### src/rtl/cpu16_pkg.sv
// Shared types and constants for the cpu16 controller: opcodes, FSM states,
// ICNT bit positions and small decode helpers.
package cpu16_pkg;

  typedef enum logic [1:0] {
    StFetch  = 2'd0,
    StDecode = 2'd1,
    StExec   = 2'd2,
    StHalted = 2'd3
  } state_e;

  localparam logic [3:0] OpAdd = 4'h0;
  localparam logic [3:0] OpSub = 4'h1;
  localparam logic [3:0] OpAnd = 4'h2;
  localparam logic [3:0] OpOr  = 4'h3;
  localparam logic [3:0] OpLdi = 4'h4;
  localparam logic [3:0] OpBz  = 4'h5;
  localparam logic [3:0] OpJmp = 4'h6;
  localparam logic [3:0] OpHlt = 4'hF;

  localparam int unsigned IcntAdd = 0;
  localparam int unsigned IcntSub = 1;
  localparam int unsigned IcntAnd = 2;
  localparam int unsigned IcntOr  = 3;

  function automatic logic [15:0] sext9(input logic [8:0] imm);
    return {{7{imm[8]}}, imm};
  endfunction

  // One-hot ALU select; zero for every opcode the ALU does not serve.
  function automatic logic [3:0] op_onehot(input logic [3:0] op);
    logic [3:0] oh;
    oh = 4'b0000;
    case (op)
      OpAdd:   oh[IcntAdd] = 1'b1;
      OpSub:   oh[IcntSub] = 1'b1;
      OpAnd:   oh[IcntAnd] = 1'b1;
      OpOr:    oh[IcntOr]  = 1'b1;
      default: oh = 4'b0000;
    endcase
    return oh;
  endfunction

  function automatic logic is_alu_op(input logic [3:0] op);
    return (op == OpAdd) || (op == OpSub) || (op == OpAnd) || (op == OpOr);
  endfunction

endpackage

### src/rtl/cpu16_regfile.sv
// 8x16 register file: two combinational read ports, one synchronous write port,
// synchronous active-high clear.
module cpu16_regfile
  import cpu16_pkg::*;
(
  input  logic        clk_i,
  input  logic        rst_i,
  input  logic [2:0]  raddr_a_i,
  output logic [15:0] rdata_a_o,
  input  logic [2:0]  raddr_b_i,
  output logic [15:0] rdata_b_o,
  input  logic        we_i,
  input  logic [2:0]  waddr_i,
  input  logic [15:0] wdata_i
);

  logic [15:0] rf_q [8];
  logic [15:0] rf_d [8];

  always_comb begin
    rf_d = rf_q;
    if (we_i) begin
      rf_d[waddr_i] = wdata_i;
    end
  end

  always_ff @(posedge clk_i) begin
    if (rst_i) begin
      rf_q <= '{default: 16'h0000};
    end else begin
      rf_q <= rf_d;
    end
  end

  assign rdata_a_o = rf_q[raddr_a_i];
  assign rdata_b_o = rf_q[raddr_b_i];

endmodule

### src/rtl/cpu16_ctrl.sv
// Multi-cycle 16-bit CPU controller (FETCH/DECODE/EXEC/HALTED) driving an external ALU.
// Define CPU16_BRANCH_EN to build the zero flag and the BZ instruction.
module cpu16_ctrl
  import cpu16_pkg::*;
#(
  parameter logic [15:0] RESET_PC = 16'h0000
) (
  input  logic        CLK,
  input  logic        RST,
  output logic        IREQ,
  output logic [15:0] IADDR,
  input  logic [15:0] IDATA,
  input  logic        IVALID,
  output logic [15:0] ALU_A,
  output logic [15:0] ALU_B,
  output logic [3:0]  ICNT,
  input  logic [15:0] ALU_OUT,
  output logic        HALT
);

  state_e      state_q, state_d;
  logic [15:0] pc_q, pc_d;
  logic [15:0] ir_q, ir_d;
  logic [15:0] opa_q, opa_d;
  logic [15:0] opb_q, opb_d;
`ifdef CPU16_BRANCH_EN
  logic        z_q, z_d;
`endif

  logic [3:0]  op;
  logic [2:0]  rd, rs, rt;
  logic [15:0] imm_sext;
  logic [15:0] rdata_a, rdata_b;
  logic        rf_we;
  logic [15:0] rf_wdata;

  assign op       = ir_q[15:12];
  assign rd       = ir_q[11:9];
  assign rs       = ir_q[8:6];
  assign rt       = ir_q[5:3];
  assign imm_sext = sext9(ir_q[8:0]);
  assign IADDR    = pc_q;

  cpu16_regfile u_regfile (
    .clk_i     (CLK),
    .rst_i     (RST),
    .raddr_a_i (rs),
    .rdata_a_o (rdata_a),
    .raddr_b_i (rt),
    .rdata_b_o (rdata_b),
    .we_i      (rf_we),
    .waddr_i   (rd),
    .wdata_i   (rf_wdata)
  );

  always_comb begin
    state_d  = state_q;
    pc_d     = pc_q;
    ir_d     = ir_q;
    opa_d    = opa_q;
    opb_d    = opb_q;
`ifdef CPU16_BRANCH_EN
    z_d      = z_q;
`endif
    rf_we    = 1'b0;
    rf_wdata = ALU_OUT;
    IREQ     = 1'b0;
    ICNT     = 4'b0000;
    ALU_A    = 16'h0000;
    ALU_B    = 16'h0000;
    HALT     = 1'b0;

    unique case (state_q)
      StFetch: begin
        IREQ = 1'b1;
        if (IVALID) begin
          ir_d    = IDATA;
          state_d = StDecode;
        end
      end
      StDecode: begin
        opa_d   = rdata_a;
        opb_d   = rdata_b;
        state_d = (op == OpHlt) ? StHalted : StExec;
      end
      StExec: begin
        ALU_A   = opa_q;
        ALU_B   = opb_q;
        ICNT    = op_onehot(op);
        pc_d    = pc_q + 16'd1;
        state_d = StFetch;
        if (is_alu_op(op)) begin
          rf_we = 1'b1;
`ifdef CPU16_BRANCH_EN
          z_d   = (ALU_OUT == 16'h0000);
`endif
        end else if (op == OpLdi) begin
          rf_we    = 1'b1;
          rf_wdata = imm_sext;
        end else if (op == OpJmp) begin
          pc_d = pc_q + imm_sext;
`ifdef CPU16_BRANCH_EN
        end else if ((op == OpBz) && z_q) begin
          pc_d = pc_q + imm_sext;
`endif
        end
      end
      StHalted: begin
        HALT = 1'b1;
      end
    endcase

    // Reset owns the edge: suppress requests, ALU drive and any register write.
    if (RST) begin
      IREQ  = 1'b0;
      ICNT  = 4'b0000;
      ALU_A = 16'h0000;
      ALU_B = 16'h0000;
      HALT  = 1'b0;
      rf_we = 1'b0;
    end
  end

  always_ff @(posedge CLK) begin
    if (RST) begin
      state_q <= StFetch;
      pc_q    <= RESET_PC;
      ir_q    <= 16'h0000;
      opa_q   <= 16'h0000;
      opb_q   <= 16'h0000;
`ifdef CPU16_BRANCH_EN
      z_q     <= 1'b1;
`endif
    end else begin
      state_q <= state_d;
      pc_q    <= pc_d;
      ir_q    <= ir_d;
      opa_q   <= opa_d;
      opb_q   <= opb_d;
`ifdef CPU16_BRANCH_EN
      z_q     <= z_d;
`endif
    end
  end

endmodule

### config.mk
export PLATFORM = sky130hd
export DESIGN_NAME = cpu16_ctrl
export DESIGN_NICKNAME = d
export VERILOG_FILES = /design/src/rtl/cpu16_pkg.sv /design/src/rtl/cpu16_regfile.sv /design/src/rtl/cpu16_ctrl.sv
export SDC_FILE = /design/constraint.sdc
export NUM_CORES = 1
export LEC_CHECK = 0
export ABC_AREA = 1
export BUFFER_PORTS_ARGS = -buffer_cell sky130_fd_sc_hd__buf_2
export CORE_ASPECT_RATIO = 0.75
export CORE_MARGIN = 10
export CORE_UTILIZATION = 40
export CTS_BUF_LIST = sky130_fd_sc_hd__clkbuf_8 sky130_fd_sc_hd__clkbuf_16
export CTS_CLUSTER_SIZE = 20
export DETAILED_ROUTE_END_ITERATION = 10
export REMOVE_ABC_BUFFERS = 1
export SLEW_MARGIN = 20
export SYNTH_ARGS = -nofsm -noshare
export SYNTH_HDL_FRONTEND = slang
export SYNTH_SLANG_ARGS = --single-unit
### constraint.sdc
create_clock -name CLK -period 2.3 [get_ports CLK]
set_clock_uncertainty 0.05 [all_clocks]
set_input_delay 0.23 -clock CLK [delete_from_list [all_inputs] [get_ports CLK]]
set_output_delay 0.23 -clock CLK [all_outputs]
set_load 0.005 [all_outputs]
==> results of run 1 <==
## Yosys cell counts, drive strengths merged, types with 6 or more instances
cell type	instances
a21oi	315
o21ai	291
nand2	279
dfxtp	194
inv	155
nor2	87
nand3	79
clkbuf	75
buf	42
o22ai	25
ha	16
nor3	12
o211ai	9
nand4	6
## power breakdown
group / internal (uW) / total, uW / leakage [uW] / switching (uW)
registers: 3440 / 3510 / 0.00157 / 71.0
logic: 363 / 1110 / 0.00280 / 749
clock network: 1860 / 3200 / 0.000308 / 1340
## stage by stage
| stage | utilization | hold WS [ns] | TNS, ns | instance area [um2] | setup slack, ns |
|---|---|---|---|---|---|
| final | 0.462 | 0.0250 | 0 | 12000 | 0.140 |
| after CTS | 0.462 | 0.0118 | 0 | 12000 | 0.00542 |
| after global routing | 0.462 | 0.0365 | 0 | 12000 | 0.0327 |
| after detailed placement | 0.438 | 0.394 | 0 | 11300 | 0.161 |
| after global placement | 0.438 | 0.388 | 0 | 11300 | 0.205 |
| after floorplan | - | 0.249 | -94.26 | 10000 | -1.26 |
## routing by layer
metal  up-vias  global-route usage  share of wire
met5         -                   0              0
met1      4905               0.303           0.50
met2       330               0.302           0.43
met3        19              0.0356          0.062
met4         0              0.0358         0.0068
li1       5490                   -              -
## worst reg2reg max path: stages (launching register included)
cell and delay [ns]:
dfxtp_1 0.36, ha_1 0.26, fa_1 0.42, nand3_1 0.11, nand3_2 0.12, nand3_1 0.10, nand2_1 0.11, nand2_1 0.13
nand2_1 0.06, nand2_1 0.05, nand3_1 0.06, nand2_1 0.10, a21oi_1 0.06
## layout make-up
class	count	area (um2)	share of cell area
inverters	158	594	0.0497
repair buffers	129	877	0.0733
clock inverters	12	164	0.0137
well taps	344	430	0.0360
multi-input cells	1140	5550	0.464
clock buffers	19	453	0.0378
flip-flops and latches	194	3890	0.325
## state kept, by name, indices dropped and copies added (netlist names)
register and flops:
IADDR 16, state_q 2, opa_q 16, ir_q 16
u_regfile.rf_q 128, opb_q 16
## worst paths after layout
check                      from            endpoint  slack (ns)  cells past startpoint
max                  state_q[1]            ALU_B[1]        0.14                      6
min                   IDATA[10]            ir_q[10]        0.02                      3
max reg2reg            IADDR[0]           IADDR[14]        0.21                     12
min reg2reg  u_regfile.rf_q[91]  u_regfile.rf_q[91]        0.40                      2
## cell families after synthesis
group,share of synthesized area
flops,0.370
buf+inv,0.101
simple gates,0.184
xor+xnor,0.00585
compound gates,0.318
fa+ha+maj,0.0210
## repair_timing
action	in CTS	in global routing
gates resized for setup	0	3
hold buffers	0	0
endpoints found under the setup margin	0	35
==> run metrics, run 1 <==
status complete, no violations; ys flop type dfxtp_1; CTS sink count 194; CTS Buf Count 17; drt drc 0; Synth top area share 0.370; final net count 1692; Post-Syn Area 10500 um2; Fmax achieved about 460 MHz; worst hold path type in2reg; placement row count 51; placed cells 1965; #FFs+latches synth 194; slew margin rel. 0.544; Tmin final 2.16 ns; CP Max Fanout 50; period utilisation layout 0.939; Layout area overhead 14.1%; highest-count cells in the layout ignoring fill and taps a21oi_1, nand2_1, o21ai_0; Pwr per Cell Area about 650 nW/um2; gr usage total 0.204; largest net degree at the start of global routing 131; startpoint types register; Async S/R FF share, synth 0; Worst Setup End Kind output port; CTS tree built; Die ar. 33200 um2; MaxCap Viol Count 0; average size of a mapped cell 6.52 um2; Distinct cells, synth 34; Iter 0 DRT Violations 983; CP max stage cell dfxtp_1; critical path class reg2out; Synth Instances approximately 1600; number of synthesized flops with an enable pin 0; P_leak 0.00468 uW; Initial Util 0.405; first-pass GRT wire length 55.0 mm; Routed Antenna Nets 0; H-tree depth 4; Crit path buffers/inverters 3; Worst-Margin Slew 0.682 ns; post-CTS setup buffer count 0; Worst Path Arrival 1.88 ns; GP Congestion 0.866; Port Buffer Count 88; Final Hold Viols 0; vias per inst 5.38; Clk pin slew, worst setup/hold paths 0.07 ns; Synth area leaders dfxtp_1, a21oi_1, o21ai_0, nand2_1, inv_1; register area share after synthesis 0.370; unrepaired setup endpoints after global routing no; Die H 160 um; share of cells above drive strength 1 0.107; Slew Limit Fails 0; final setup vio count 0; # IOs 89; DR pass1 iterations 5; chip width approximately 210 um; area leader, netlist dfxtp_1; yosys warns 0; Wirelength per Cell 17.1 um; CP top delay family buffers and inverters; Critical Path RT 2.02 ns; DP Wirelength 21.4 mm; Max stage delay on crit path 0.45 ns; Worst-Skew Late Latency 0.44 ns; Routed WL 34.1 mm; Max clock buf depth 2; most common cell after layout, fill and taps aside a21oi_1; Core Box Area 25900 um2; vias in the first global route 9970; root buffer cell clkbuf_16; # fillers 2771; cells along the critical path inv_2, nor2_4, buf_6, nand2_1, nor2_1, buf_2; diode count 0; antenna violations before repair 0; Worst VDD drop 0.513 mV; Vias around 11000; grt total ovfl 0; Tot Pwr 7820 uW; final cell count without fillers 1996
Power figures use the tool's default switching activity.
==> inputs of run 2 (changes only) <==
Settings changed: CTS_BUF_LIST sky130_fd_sc_hd__clkbuf_8 sky130_fd_sc_hd__clkbuf_16 to sky130_fd_sc_hd__clkbuf_4 sky130_fd_sc_hd__clkbuf_8, SETUP_SLACK_MARGIN set to 0.05.
==> run metrics, run 2 (synthesized netlist as in run 1, its figures left out) <==
Initial Util 0.405 (unchanged); hold depth 3 (unchanged); DR pass1 iterations 5 (unchanged); GP Congestion 0.866 (unchanged); chip width 207 um (unchanged); drt drc 0 (unchanged); Routed Antenna Nets 0 (unchanged); worst hold path type in2reg; largest net degree at the start of global routing 131 (unchanged); sw power 2080 uW (-3.6%); Layout area overhead 13.2%; critical path class reg2reg; Tmin final 2.07 ns (-0.0879 ns); Pwr per Cell Area 602 nW/um2 (-7.9%); Fmax achieved 483 MHz (+4.2%); # IOs 89 (unchanged); slew margin rel. 0.553 (+0.00905); P_int 5070 uW (-11%); Tot Pwr 7150 uW (-8.6%); Vias 10800 (+0.16%); Slew Limit Fails 0 (unchanged); H-tree depth 4 (unchanged); Core Box Area 25900 um2 (unchanged); Routed WL 34.1 mm (about the same); Top reg by flops u_regfile.rf_q; Register Area 3900 um2 (about the same); share of cells above drive strength 1 0.109 (+0.00189); DP Wirelength 21.4 mm (unchanged); Clock Power Share 0.352 (-0.057); Worst Setup End Kind register; final net count 1700 (+0.47%); Critical Path RT 2.62 ns (+0.60 ns); Final Hold Viols 0 (unchanged); status complete, no violations; Worst-Skew Late Latency 0.48 ns (+0.04 ns); Worst-Margin Slew 0.668 ns (-0.0135 ns); Wirelength per Cell 17.0 um (-0.37%); unrepaired setup endpoints after global routing no; Worst VDD drop 0.346 mV (-33%); Clk pin slew, worst setup/hold paths 0.10 ns (+0.03 ns); CTS Buf Count 17 (unchanged); # fillers 2789 (+0.65%); final setup vio count 0 (unchanged); switching part of the total 0.291 (+0.0151); post-CTS setup buffer count 0 (unchanged); part of the power in registers 0.491 (+0.042); part of the power in combinational logic 0.157 (+0.015); Iter 0 DRT Violations 1035 (+5.3%); MaxCap Viol Count 0 (unchanged); Die ar. 33200 um2 (unchanged); period utilisation layout 0.901 (-0.0382); gr usage total 0.203 (-0.000836); Max clock buf depth 2 (unchanged); highest-count cells in the layout ignoring fill and taps a21oi_1, nand2_1, o21ai_0; max reg flops 128 (unchanged); Multi-input gate area 5560 um2 (about the same); root buffer cell clkbuf_8; Worst Path Arrival 2.39 ns (+0.51 ns); CTS tree built; worst reg2reg path depth 12 (unchanged); CP Max Fanout 6 (-88%); P_leak 0.00463 uW (-1.1%); placement row count 51 (unchanged); most common cell after layout, fill and taps aside a21oi_1; Post-Route Utilization 0.458 (-0.00372); first-pass GRT wire length 54.9 mm (-0.25%); Port Buffer Count 88 (unchanged); antenna violations before repair 0 (unchanged); startpoint types register; grt total ovfl 0 (unchanged); vias in the first global route 9966 (-0.040%); Die H 160 um (unchanged); worst reg-to-reg setup slack 0.23 ns (+0.02 ns); vias per inst 5.37 (-0.24%); diode count 0 (unchanged); CTS sink count 194 (unchanged)
==> run 2: cell type report <==
cell class / instances / share of cell area
clock inverters: 10 / 0.0132
multi-input cells: 1140 / 0.468
well taps: 344 / 0.0363
flip-flops and latches: 194 / 0.328
inverters: 158 / 0.0501
repair buffers: 137 / 0.0809
clock buffers: 21 / 0.0233
==> run 2: power by group through the flow <==
| stage | Sequential [uW] | Clock, uW | Combinational [uW] |
|---|---|---|---|
| 4_1_cts | 3510 | 2540 | 1110 |
| 3_3_place_gp | 3590 | 0 | 1090 |
| 2_1_floorplan | 3670 | 0 | 588 |
| 5_1_grt | 3530 | 2680 | 1260 |
| 3_5_place_dp | 3590 | 0 | 1100 |
| 6_report | 3510 | 2510 | 1120 |
==> run 2: critical path: stages (launching register included) <==
cell and delay [ns]:
dfxtp_1 0.37, ha_1 0.26, fa_1 0.41, nand3_1 0.11, nand3_2 0.11, nand3_1 0.09, nand2_1 0.12, nand2_1 0.11
nand2_1 0.05, nand2_1 0.05, nand3_1 0.06, nand2_1 0.09, a21oi_1 0.06
==> run 2: what timing repair did <==
item,CTS,global route
gates resized for setup,1,6
hold endpoints to repair,8,0
setup endpoints to repair,19,31
hold buffers,8,0
==> run 2: through the flow <==
stage	hold slack, ns	std cells	setup TNS, ns	setup WS (ns)	cell area, um2
after global placement	0.388	1965	0	0.205	11300
after detailed placement	0.394	1965	0	0.161	11300
after floorplan	0.249	1492	-94.26	-1.26	10000
after CTS	0.000503	2004	0	0.103	11900
final	0.0137	2004	0	0.228	11900
after global routing	0.000505	2004	0	0.0394	11900
==> run 2: path summary, 6_finish.rpt <==
kind	startpoint	endpoint
setup / recovery	IADDR[0]	IADDR[10]
setup reg to reg	IADDR[0]	IADDR[10]
hold reg to reg	u_regfile.rf_q[88]	u_regfile.rf_q[88]
hold / removal	IDATA[0]	ir_q[0]
==> run 2: metal layers <==
layer  global-route usage  share of wire  vias to the layer above
met4               0.0276         0.0043                        0
li1                     -              -                     5496
met5                    0              0                        -
met3               0.0380          0.061                       10
met2                0.304           0.43                      310
met1                0.301           0.50                     4945
==> inputs of run 3 (changes only) <==
Settings changed: SYNTH_HIERARCHICAL set to 1.
==> run metrics, run 3 <==
Max clock buf depth 2 (unchanged); final net count 2114 (+24%); worst reg-to-reg setup slack 0.12 ns (-0.11 ns); startpoint types register; diode count 0 (unchanged); Tmin final 2.18 ns (+0.112 ns); average size of a mapped cell 5.83 um2 (-11%); Core Box Area 28900 um2 (+12%); Wirelength per Cell 16.8 um (-1.4%); hold depth 3 (unchanged); critical path class reg2reg; min-delay src IDATA[6]; Initial Util 0.403 (-0.00137); Clk pin slew, worst setup/hold paths 0.12 ns (+0.02 ns); vias in the first global route 11500 (+15%); GP Congestion 0.845 (-2.4%); status complete, no violations; Synth Instances 2001 (+24%); WHS Endpoint ir_q[6]; Async S/R FF share, synth 0 (unchanged); share of cells above drive strength 1 0.107 (-0.00205); Synth area leaders dfxtp_1, nand2_1, nor2_1, o21ai_0, nand3_1; Routed Antenna Nets 0 (unchanged); cells along the critical path inv_2, nor4_4, inv_2, nor2_8, inv_4, nand2_1, nand2_1, o21ai_0, nor2_1; ys flop type dfxtp_1; slew margin rel. 0.359 (-0.194); register area share after synthesis 0.333 (-0.0374); root buffer cell clkbuf_8; Fmax achieved 458 MHz (-5.1%); most common cell after layout, fill and taps aside nand2_1; Worst Setup End Kind register; H-tree depth 4 (unchanged); final setup vio count 0 (unchanged); DR pass1 iterations 7 (+2); Worst Path Arrival 2.51 ns (+0.12 ns); Worst-Skew Late Latency 0.50 ns (+0.02 ns); worst reg2reg path depth 9 (-3); antenna violations before repair 0 (unchanged); max reg flops 128 (unchanged); Worst VDD drop 0.379 mV (+9.6%); pre-CTS setup slack -0.0197 ns (-0.181 ns); yosys warns 6 (+6); DP Wirelength 27.1 mm (+27%); Port Buffer Count 88 (unchanged); drt drc 0 (unchanged); unrepaired setup endpoints after global routing yes; r2r startpoint ir_q[14]; area leader, netlist dfxtp_1; highest-count cells in the layout ignoring fill and taps nand2_1, nor2_1, inv_1; CP top delay family simple AND/OR/NAND/NOR gates; Worst-Margin Slew 0.960 ns (+0.292 ns); Iter 0 DRT Violations 1341 (+30%); vias per inst 5.12 (-4.7%); Synth top cells by count nand2_1, nor2_1, inv_1, dfxtp_1, o21ai_0; grt total ovfl 0 (unchanged); period utilisation layout 0.950 (+0.0487); Tot Pwr 7310 uW (+2.3%); PnR worst setup slack 0.116 ns (-0.112 ns); number of synthesized flops with an enable pin 0 (unchanged); Routed WL 41.4 mm (+21%); Layout area overhead 12.4%; worst hold path type in2reg; gr usage total 0.223 (+0.0192); CTS Buf Count 17 (unchanged); Critical Path RT 2.63 ns (about the same); chip width 217 um (+4.9%); CP Max Fanout 16 (+10); Post-Syn Area 11700 um2 (+11%); worst r2r dst u_regfile/rf_q[56]; CP max stage cell dfxtp_1; Slew Limit Fails 0 (unchanged); Vias 12600 (+17%); Die H 168 um (+4.8%); Crit path buffers/inverters 3 (+3); Setup TNS 0 ns (unchanged); #FFs+latches synth 194 (unchanged); most frequent cell after synthesis nand2_1; first-pass GRT wire length 64.9 mm (+18%); Die ar. 36500 um2 (+10%); Pwr per Cell Area 558 nW/um2 (-7.4%); CTS tree built; placement row count 54 (+5.9%); # IOs 89 (unchanged); Final Hold Viols 0 (unchanged); Distinct cells, synth 41 (+21%); largest net degree at the start of global routing 106 (-19%); Synth top area share 0.333 (-0.0374); Top reg by flops u_regfile/rf_q; CTS sink count 194 (unchanged); P_leak 0.00651 uW (+41%); MaxCap Viol Count 0 (unchanged); Max stage delay on crit path 0.40 ns (about the same)
-- run 3: how the worst max path moves through the flow --
stage / end / depth (start not counted) / slack [ns] / startpoint
after floorplan: u_regfile/rf_q[9] / 11 / -1.31 / state_q[1]
after global placement: u_regfile/rf_q[74] / 11 / 0.08 / state_q[0]
after detailed placement: u_regfile/rf_q[79] / 11 / -0.02 / state_q[0]
after CTS: u_regfile/rf_q[107] / 12 / 0.06 / state_q[1]
after global routing: ICNT[0] / 8 / 0.03 / state_q[1]
final: u_regfile/rf_q[56] / 9 / 0.12 / ir_q[14]
-- run 3: stage by stage --
stage / hold WS, ns / utilization / cells / area (um2)
after global routing: 0.0352 / 0.453 / 2467 / 13100
after floorplan: 0.242 / - / 1896 / 11100
final: 0.0358 / 0.453 / 2467 / 13100
after detailed placement: 0.422 / 0.430 / 2419 / 12400
after global placement: 0.412 / 0.430 / 2419 / 12400
after CTS: 0.0248 / 0.451 / 2466 / 13000
-- run 3: report_power, final --
| group | leakage [uW] | total, uW | internal [uW] | switching [uW] |
|---|---|---|---|---|
| clock | 0.000214 | 2470 | 1110 | 1360 |
| combinational | 0.00473 | 1320 | 408 | 915 |
| sequential | 0.00157 | 3520 | 3440 | 76.3 |
| total | 0.00651 | 7310 | 4960 | 2350 |
-- run 3: cell type report --
cell class / instances / area, um2
inverters: 216 / 845
flip-flops and latches: 194 / 3890
clock inverters: 14 / 176
fillers: 3134 / 15800
clock buffers: 18 / 241
multi-input cells: 1486 / 6490
repair buffers: 147 / 971
well taps: 392 / 490
-- run 3: worst min-delay path, delay by kind of cell --
kind / cells / cell delay, ns
compound gates: 1 / 0.12
buf+inv: 1 / 0.08
simple gates: 1 / 0.12
-- run 3: repair_timing --
action                                  in CTS  in global routing
hold endpoints to repair                    15                  0
gates cloned                                 0                  0
gates resized for setup                      5                 26
hold buffers                                15                  0
endpoints found under the setup margin      59                156
pin swaps                                    0                  2
buffers inserted                             0                  1
-- run 3: per-layer routing --
metal,up-vias,share of wire,GRT usage,wire length [um]
met2,497,0.43,0.332,17600
li1,6298,-,-,-
met3,35,0.086,0.0451,3540
met1,5796,0.47,0.318,19700
met5,-,0,0,0
met4,0,0.013,0.0576,533
-- run 3: kinds of logic (layout without fill, tap and decap cells) --
group | count (synthesis) | count (layout) | share of synthesized area
flops | 194 | 194 | 0.333
xor+xnor | 7 | 7 | 0.00526
fa+ha+maj | 17 | 17 | 0.0189
buf+inv | 321 | 395 | 0.115
compound gates | 232 | 232 | 0.102
simple gates | 1230 | 1230 | 0.426
